$ cat src/rtl/ternary_weight_loader_if.sv
// Host-side bus for the ternary weight loader: byte stream in, committed
// weight matrix and status out.
interface ternary_weight_loader_if #(
    parameter int InLen  = 16,
    parameter int OutLen = 8
) ();
    localparam int WBits = 2 * InLen * OutLen;

    logic             load_en;
    logic             data_valid;
    logic [7:0]       data_in;
    logic             run;
    logic             err_clr;
    logic [WBits-1:0] W;
    logic             w_valid;
    logic             busy;
    logic             mult_en;
    logic             err;

    modport master (
        output load_en, data_valid, data_in, run, err_clr,
        input  W, w_valid, busy, mult_en, err
    );

    modport slave (
        input  load_en, data_valid, data_in, run, err_clr,
        output W, w_valid, busy, mult_en, err
    );
endinterface

$ cat src/rtl/ternary_weight_loader.sv
// Streams packed 2-bit ternary weights into a shadow buffer and commits the
// whole matrix to W atomically on the last byte; gates the multiplier enable.
module ternary_weight_loader #(
    parameter int InLen  = 16,
    parameter int OutLen = 8
) (
    input  logic                   clk,
    input  logic                   rst_n,
    ternary_weight_loader_if.slave bus
);
    localparam int WBits  = 2 * InLen * OutLen;
    localparam int NBytes = WBits / 8;
    localparam int CntW   = (NBytes > 1) ? $clog2(NBytes) : 1;
    localparam logic [CntW-1:0] LastIdx = CntW'(NBytes - 1);

    typedef enum logic {
        IDLE = 1'b0,
        LOAD = 1'b1
    } state_t;

    state_t           state_reg;
    logic [CntW-1:0]  cnt_reg;
    logic [WBits-1:0] w_reg;
    logic             w_valid_reg;
    logic             mult_en_reg;
    logic             err_reg;

    logic [7:0]       san_byte;
    logic [3:0]       reserved_field;
    logic             accept;
    logic             commit;
    logic             w_valid_next;
    logic             err_next;

    // Reserved code 10 is mapped to zero weight before it can reach W.
    genvar gi;
    generate
        for (gi = 0; gi < 4; gi++) begin : g_sanitise
            assign reserved_field[gi]   = (bus.data_in[2*gi +: 2] == 2'b10);
            assign san_byte[2*gi +: 2]  = reserved_field[gi] ? 2'b00 : bus.data_in[2*gi +: 2];
        end
    endgenerate

    assign accept       = (state_reg == LOAD) && bus.load_en && bus.data_valid;
    assign commit       = accept && (cnt_reg == LastIdx);
    assign w_valid_next = w_valid_reg || commit;

    // A new reserved code outranks a clear request on the same edge.
    always_comb begin
        err_next = err_reg;
        if (accept && (|reserved_field)) begin
            err_next = 1'b1;
        end else if (bus.err_clr) begin
            err_next = 1'b0;
        end
    end

    // Shadow buffer: one register per byte lane except the last, which is
    // taken straight from the input at commit.
    logic [7:0]       shadow_reg [NBytes-1];
    logic [WBits-9:0] shadow_flat;

    generate
        for (gi = 0; gi < NBytes - 1; gi++) begin : g_shadow
            always_ff @(posedge clk or negedge rst_n) begin
                if (!rst_n) begin
                    shadow_reg[gi] <= '0;
                end else if (accept && (cnt_reg == CntW'(gi))) begin
                    shadow_reg[gi] <= san_byte;
                end
            end
            assign shadow_flat[8*gi +: 8] = shadow_reg[gi];
        end
    endgenerate

    always_ff @(posedge clk or negedge rst_n) begin
        if (!rst_n) begin
            state_reg   <= IDLE;
            cnt_reg     <= '0;
            w_reg       <= '0;
            w_valid_reg <= 1'b0;
            mult_en_reg <= 1'b0;
            err_reg     <= 1'b0;
        end else begin
            err_reg     <= err_next;
            w_valid_reg <= w_valid_next;
            // Dropping enable for one cycle after commit restarts the
            // multiplier at row 0 with the fresh matrix.
            mult_en_reg <= bus.run && w_valid_next && !commit;

            case (state_reg)
                IDLE: begin
                    if (bus.load_en) begin
                        state_reg <= LOAD;
                        cnt_reg   <= '0;
                    end
                end
                LOAD: begin
                    if (!bus.load_en) begin
                        state_reg <= IDLE;
                        cnt_reg   <= '0;
                    end else if (commit) begin
                        state_reg <= IDLE;
                        cnt_reg   <= '0;
                        w_reg     <= {san_byte, shadow_flat};
                    end else if (accept) begin
                        cnt_reg   <= cnt_reg + CntW'(1);
                    end
                end
                default: begin
                    state_reg <= IDLE;
                    cnt_reg   <= '0;
                end
            endcase
        end
    end

    assign bus.W       = w_reg;
    assign bus.w_valid = w_valid_reg;
    assign bus.busy    = (state_reg == LOAD);
    assign bus.mult_en = mult_en_reg;
    assign bus.err     = err_reg;
endmodule

$ cat src/flat_wrapper.sv
// flat-port wrapper written by rule: the top's interface ports become plain ports
module ternary_weight_loader_flat 
#(
    parameter int InLen  = 16,
    parameter int OutLen = 8
)
  (clk, rst_n, bus_load_en, bus_data_valid, bus_data_in, bus_run, bus_err_clr, bus_W, bus_w_valid, bus_busy, bus_mult_en, bus_err);
  ternary_weight_loader_if #(.InLen(InLen), .OutLen(OutLen)) bus_i ();
  input  logic clk;
  input  logic rst_n;
  input wire logic [$bits(bus_i.load_en)-1:0] bus_load_en;
  input wire logic [$bits(bus_i.data_valid)-1:0] bus_data_valid;
  input wire logic [$bits(bus_i.data_in)-1:0] bus_data_in;
  input wire logic [$bits(bus_i.run)-1:0] bus_run;
  input wire logic [$bits(bus_i.err_clr)-1:0] bus_err_clr;
  output wire logic [$bits(bus_i.W)-1:0] bus_W;
  output wire logic [$bits(bus_i.w_valid)-1:0] bus_w_valid;
  output wire logic [$bits(bus_i.busy)-1:0] bus_busy;
  output wire logic [$bits(bus_i.mult_en)-1:0] bus_mult_en;
  output wire logic [$bits(bus_i.err)-1:0] bus_err;
  assign bus_i.load_en = bus_load_en;
  assign bus_i.data_valid = bus_data_valid;
  assign bus_i.data_in = bus_data_in;
  assign bus_i.run = bus_run;
  assign bus_i.err_clr = bus_err_clr;
  assign bus_W = bus_i.W;
  assign bus_w_valid = bus_i.w_valid;
  assign bus_busy = bus_i.busy;
  assign bus_mult_en = bus_i.mult_en;
  assign bus_err = bus_i.err;
  ternary_weight_loader #(.InLen(InLen), .OutLen(OutLen)) u_core (.clk(clk), .rst_n(rst_n), .bus(bus_i));
endmodule
$ cat config.mk
export PLATFORM = sky130hd
export DESIGN_NAME = ternary_weight_loader_flat
export DESIGN_NICKNAME = d
export VERILOG_FILES = /design/src/rtl/ternary_weight_loader_if.sv /design/src/rtl/ternary_weight_loader.sv /design/src/flat_wrapper.sv
export SDC_FILE = /design/constraint.sdc
export NUM_CORES = 1
export LEC_CHECK = 0
export BUFFER_PORTS_ARGS = -buffer_cell sky130_fd_sc_hd__buf_2
export CAP_MARGIN = 20
export CELL_PAD_IN_SITES_DETAIL_PLACEMENT = 2
export CELL_PAD_IN_SITES_GLOBAL_PLACEMENT = 2
export CORE_MARGIN = 2
export CORE_UTILIZATION = 39
export CTS_BUF_LIST = sky130_fd_sc_hd__clkbuf_8
export DETAILED_ROUTE_END_ITERATION = 16
export PLACE_DENSITY_LB_ADDON = 0.1
export SLEW_MARGIN = 30
export SYNTH_ARGS = -nofsm -noshare
export SYNTH_HDL_FRONTEND = slang
export SYNTH_SLANG_ARGS = --single-unit
$ cat constraint.sdc
create_clock -name clk -period 1.9 [get_ports clk]
set_input_delay 0.19 -clock clk [delete_from_list [all_inputs] [get_ports clk]]
set_output_delay 0.19 -clock clk [all_outputs]
set_load 0.05 [all_outputs]
After elaboration in Yosys (flattened, before gate mapping)

Cells that the tools add are included.

Flip-flop bits (word level): 513
Bits of input ports: 14

Bitwise gates (word level): 1
Add/sub/neg operators: 1
Eq/ne operators: 37
Reduce and logical (&&, ||, !) cells: 44
Multiplexer cells: 15

Operators with widths:

| operator                                       | number |
|---|---|
| == test 5 bit (second input constant)          | 16 |
| == test 5 x 4 -> 1 bit (second input constant) | 8 |
| logical AND 1 bit                              | 37 |
| == test 5 x 3 -> 1 bit (second input constant) | 4 |
| 2-to-1 mux 5 bit                               | 4 |
| == test 5 x 2 -> 1 bit (second input constant) | 2 |
| case mux 5 bit (2 select lines)                | 1 |
| == test 2 bit (second input constant)          | 4 |
| 2-to-1 mux 2 bit                               | 4 |
| adder 5 x 1 -> 5 bit (second input constant)   | 1 |
| == test 5 x 1 -> 1 bit (second input constant) | 1 |
| logical NOT 5 bit                              | 1 |
| 2-to-1 mux 1 bit                               | 5 |
| != test 4 bit (second input constant)          | 1 |
| OR reduction 4 bit                             | 1 |
| AND reduction 3 bit                            | 1 |
| != test 2 bit (second input constant)          | 1 |
| case mux 1 bit (2 select lines)                | 1 |
| AND reduction 2 bit                            | 1 |
| nonzero test 2 bit                             | 1 |
| logical NOT 1 bit                              | 1 |
| logical OR 1 bit                               | 1 |
| inverter 1 bit                                 | 1 |

Logic depth before layout (Yosys ltp)

Depth in word-level cells: 6
Gate-level depth with buffers: 9
Depth with buffers taken out: 7

Worst setup path after synthesis

Ideal clock, no wire load.

Path type: reg-to-reg
Start: register u_core.state_reg (netlist: u_core.bus.busy)
End: register u_core.shadow_reg (netlist bit u_core.shadow_flat[128])
Setup time: 125 ps
Setup slack: -146 ps
Period minus slack after synthesis: 2046 ps
Arrival time: 1921 ps
Cell stages (with the launch flop): 6
Buffers on the path: 2
Data required time: 1775 ps
Path through: dfrtp_1 > buf_4 > nand3_4 > or4_4 > buf_6 > mux2_4

Cells in the longest elaborated chain, start to end: 3

RTL lines:

| what                            | RTL line                     | RTL |
|---|---|---|
| from (decl)                     | ternary_weight_loader.sv:21  | `state_t state_reg;` |
| from (signal assigned)          | ternary_weight_loader.sv:78  | `state_reg <= IDLE;` |
| from (signal assigned)          | ternary_weight_loader.sv:94  | `state_reg <= LOAD;` |
| from (signal assigned)          | ternary_weight_loader.sv:100 | `state_reg <= IDLE;` |
| logical AND 1 bit (2 in a row)  | ternary_weight_loader.sv:44  | `assign accept = (state_reg == LOAD) && bus.load_en && bus.data_valid;` |
| logical AND 1 bit               | ternary_weight_loader.sv:68  | `end else if (accept && (cnt_reg == CntW'(gi))) begin` |
| to (signal, indexed assignment) | ternary_weight_loader.sv:69  | `shadow_reg[gi] <= san_byte;` |
| to (decl)                       | ternary_weight_loader.sv:60  | `logic [7:0] shadow_reg [NBytes-1];` |

No other way between the ends.
A chain may end at the register's enable or synchronous reset.

Worst setup path in the final report

Start: register u_core.cnt_reg[0]
End: register u_core.w_reg[21] (netlist: u_core.bus.W[21])

Cells in the longest elaborated chain, start to end: 3

RTL lines:

| what                          | RTL line                     | RTL |
|---|---|---|
| from (decl)                   | ternary_weight_loader.sv:22  | `logic [CntW-1:0] cnt_reg;` |
| from (signal assigned)        | ternary_weight_loader.sv:107 | `cnt_reg <= cnt_reg + CntW'(1);` |
| == test 5 bit                 | ternary_weight_loader.sv:45  | `assign commit = accept && (cnt_reg == LastIdx);` |
| logical AND 1 bit             | ternary_weight_loader.sv:45  |  |
| AND reduction 3 bit (no line) | --                           |  |
| to (signal assigned)          | ternary_weight_loader.sv:105 | `w_reg <= {san_byte, shadow_flat};` |
| to (decl)                     | ternary_weight_loader.sv:23  | `logic [WBits-1:0] w_reg;` |

No other way between the ends.

==> reports/results.txt <==
Run status: finished, violations left
Failing checks: setup timing
Unrepaired setup endpoints after global routing: true
Synth area leader: dfrtp_1
Fmax: 497 MHz
DIE HEIGHT: 229 um
Seq/Total Area, Yosys: 65.3%
Hold Path Class: input pin to async pin
CP Cell Sequence: ha_2 > inv_2 > nor2_4 > ha_2 > nand4_1 > buf_6 > buf_12 > clkbuf_16 > mux2_2
Die W: 229 um
Initial Util: 39.4%
Number of flops mapped to enable cells by yosys: 0
TritonCTS clock tree: built
Via count: 11700
Total CTS buffers: 89
GP Congestion: 0.741
Register bit total from synthesis: 513
Clock Pin Slew Worst Setup and Hold Paths: 0.06 ns
Final Cycle Share: 106%
IR drop worst, VDD: 0.592 mV
CP max-delay cell: dfrtp_1
Number of remaining DRC errors: 0
Placed Area: 0.0227 mm2
Via density: 4.95
Yosys top cell area share: 65.3%
Initial antenna violation count: 2
Fin Setup TNS: -14.00 ns
Clock root buffer: clkbuf_8
Number of global-route vias before repair: 13500
Placed insts: 2172
Worst EP arrival: 2.55 ns
CP startpoint kind: register
Gate power share: 3.2%
Min Clock Period, post-route: 2.01 ns
Max Cap Violations: 0
Count of cell types in the netlist: 40
Crit-path max FO: 12
Slew Limit Fails: 0
DP Wirelength: 34.2 mm
Async set-reset flop share out of synthesis: 100%
Top_reg_cell synth: dfrtp_1
P_leak: 14.0 nW
Post-Route WL: 56.2 mm
Mapped Area: 0.0197 mm2
Largest net degree at the start of global routing: 63
Switch Pwr: 5.12 mW
Setup violators final: 308
Placement Setup Slack: -0.160 ns
Switch share: 23.0%
IO Port Bufs: 273
Syn Nets: 1224
Hold slack: 0.0768 ns
Final core occ: 51.6%
Endpoints failing hold: 0
PD cells: 863 mW/mm2
Clk_lat worst skew: 0.69 ns
Clock share of power: 46.9%
Largest register FFs: 256
Tot Pwr: 22.3 mW
Fill cells: 4637
Initial DRC Count: 429
Share of layout cells above drive strength 1: 62.7%
Final ANT Viol Nets: 0
Slew at the pin with the worst max-slew slack: 0.980 ns
Worst Setup End Kind: register
Fin cells: 2372
Num ports: 274
Slowest stage delay, CP: 0.39 ns
Gr ovfl total: 0
Most used cell, CP: ha_2
Seq pwr share: 49.9%
Layout area overhead: 31.0%
Row Count: 82
Syn avg cell area: 16.3 um2
Avg WL per Cell: 23.7 um
Die ar.: 0.0523 mm2
First-pass GRT wire length: 85.3 mm
Clock Tree Buf Depth: 3
Synth area leaders: dfrtp_1, mux2_2, mux2_4
Detailed Routing Iterations Pass 1: 5
P_int: 17.1 mW
Setup Skew: 0.0345 ns
Synth Instances: 1204
GRT Util Overall: 21.5%
Total Nets Final: 1648
H-tree depth: 3
PnR worst setup slack: -0.110 ns
Finished Cell Area: 0.0258 mm2
Yosys warning total: 0
Crit path kind: register to register
Slew HR: 34.6%
CP Data Required Time: 2.44 ns
Core area: 0.0500 mm2
CTS Sinks: 513
cell usage in the layout, fill, tap and decap left out, types with 11 or more instances in the layout:
master / count
mux2_2: 388
inv_1: 33
nor2_2: 11
clkbuf_8: 120
dfrtp_1: 512
nand2_1: 23
buf_2: 273
buf_12: 40
mux2_4: 106
buf_4: 50
buf_16: 11
power by group through the flow:
| stage | Clock, mW | Sequential (mW) | Combinational [mW] |
|---|---|---|---|
| 2_1_floorplan | 0 | 11.3 | 0.221 |
| 3_3_place_gp | 0 | 11.3 | 0.664 |
| 3_5_place_dp | 0 | 11.3 | 0.681 |
| 4_1_cts | 10.8 | 11.1 | 0.710 |
| 5_1_grt | 11.3 | 11.1 | 0.788 |
| 6_report | 10.4 | 11.1 | 0.711 |
logic make-up after synthesis:
| group | synth area share, % |
|---|---|
| buf+inv | 1.91 |
| flops | 65.3 |
| simple gates | 3.27 |
| fa+ha+maj | 0.382 |
| mux | 28.6 |
| compound gates | 0.598 |
cell usage after synthesis (all sizes together) (5+ instances only):
library cell,instances
and2,6
o21ai,12
mux2,494
inv,7
dfrtp,513
nor2,15
ha,6
nand2,25
clkbuf,28
buf,43
nand3,7
nor3,8
or4,5
nand4,5
worst max-delay path, delay by kind of cell (launching register included):
| kind | cells | cell delay, ns |
|---|---|---|
| adder cells (fa/ha/maj) | 2 | 0.37 |
| buffers and inverters | 4 | 0.60 |
| flip-flops | 1 | 0.39 |
| multiplexers | 1 | 0.34 |
| AND/OR/NAND/NOR | 2 | 0.15 |
layout make-up:
class / instances / area [um2] / share of cell area (%)
Sequential cell: 513 / 12800 / 49.8
Multi-Input combinational cell: 613 / 6900 / 26.8
Tap cell: 672 / 841 / 3.26
Clock inverter: 42 / 229 / 0.888
Inverter: 7 / 33.8 / 0.131
Clock buffer: 120 / 1650 / 6.41
Antenna cell: 1 / 2.50 / 0.00971
Timing Repair Buffer: 404 / 3280 / 12.7
metal layers:
layer  routed length, um  global-route usage [%]  vias to the layer above
met5                   0                       0                        -
met4                1270                    6.64                        0
met3                2120                    3.85                       80
met2               28500                    37.0                      251
met1               24300                    27.7                     6297
li1                    -                       -                     5113
worst paths after layout:
check / start / end / slack, ns / depth (start not counted)
setup / recovery: u_core.cnt_reg[0]$_DFFE_PN0P_ / u_core.bus.W[21]$_DFFE_PN0P_ / -0.11 / 9
min in group clk: bus_data_in[0] / u_core.bus.W[249]$_DFFE_PN0P_ / 0.09 / 4
hold / removal: rst_n / u_core.bus.W[63]$_DFFE_PN0P_ / 0.08 / 2
hold reg to reg: u_core.shadow_flat[29]$_DFFE_PN0P_ / u_core.bus.W[29]$_DFFE_PN0P_ / 0.49 / 1
setup reg to reg: u_core.cnt_reg[0]$_DFFE_PN0P_ / u_core.bus.W[21]$_DFFE_PN0P_ / -0.11 / 9
max in group asynchronous: rst_n / u_core.bus.W[111]$_DFFE_PN0P_ / 1.03 / 3
timing repair:
item,in CTS,in global routing
cloned,10,8
resized for setup,51,105
hold buffers,10,0
setup endpoints to repair,360,391
buffers inserted,8,6
pin swaps,4,15
endpoints found under the hold margin,523,0
No activity file was read; power rests on OpenSTA's default activity.
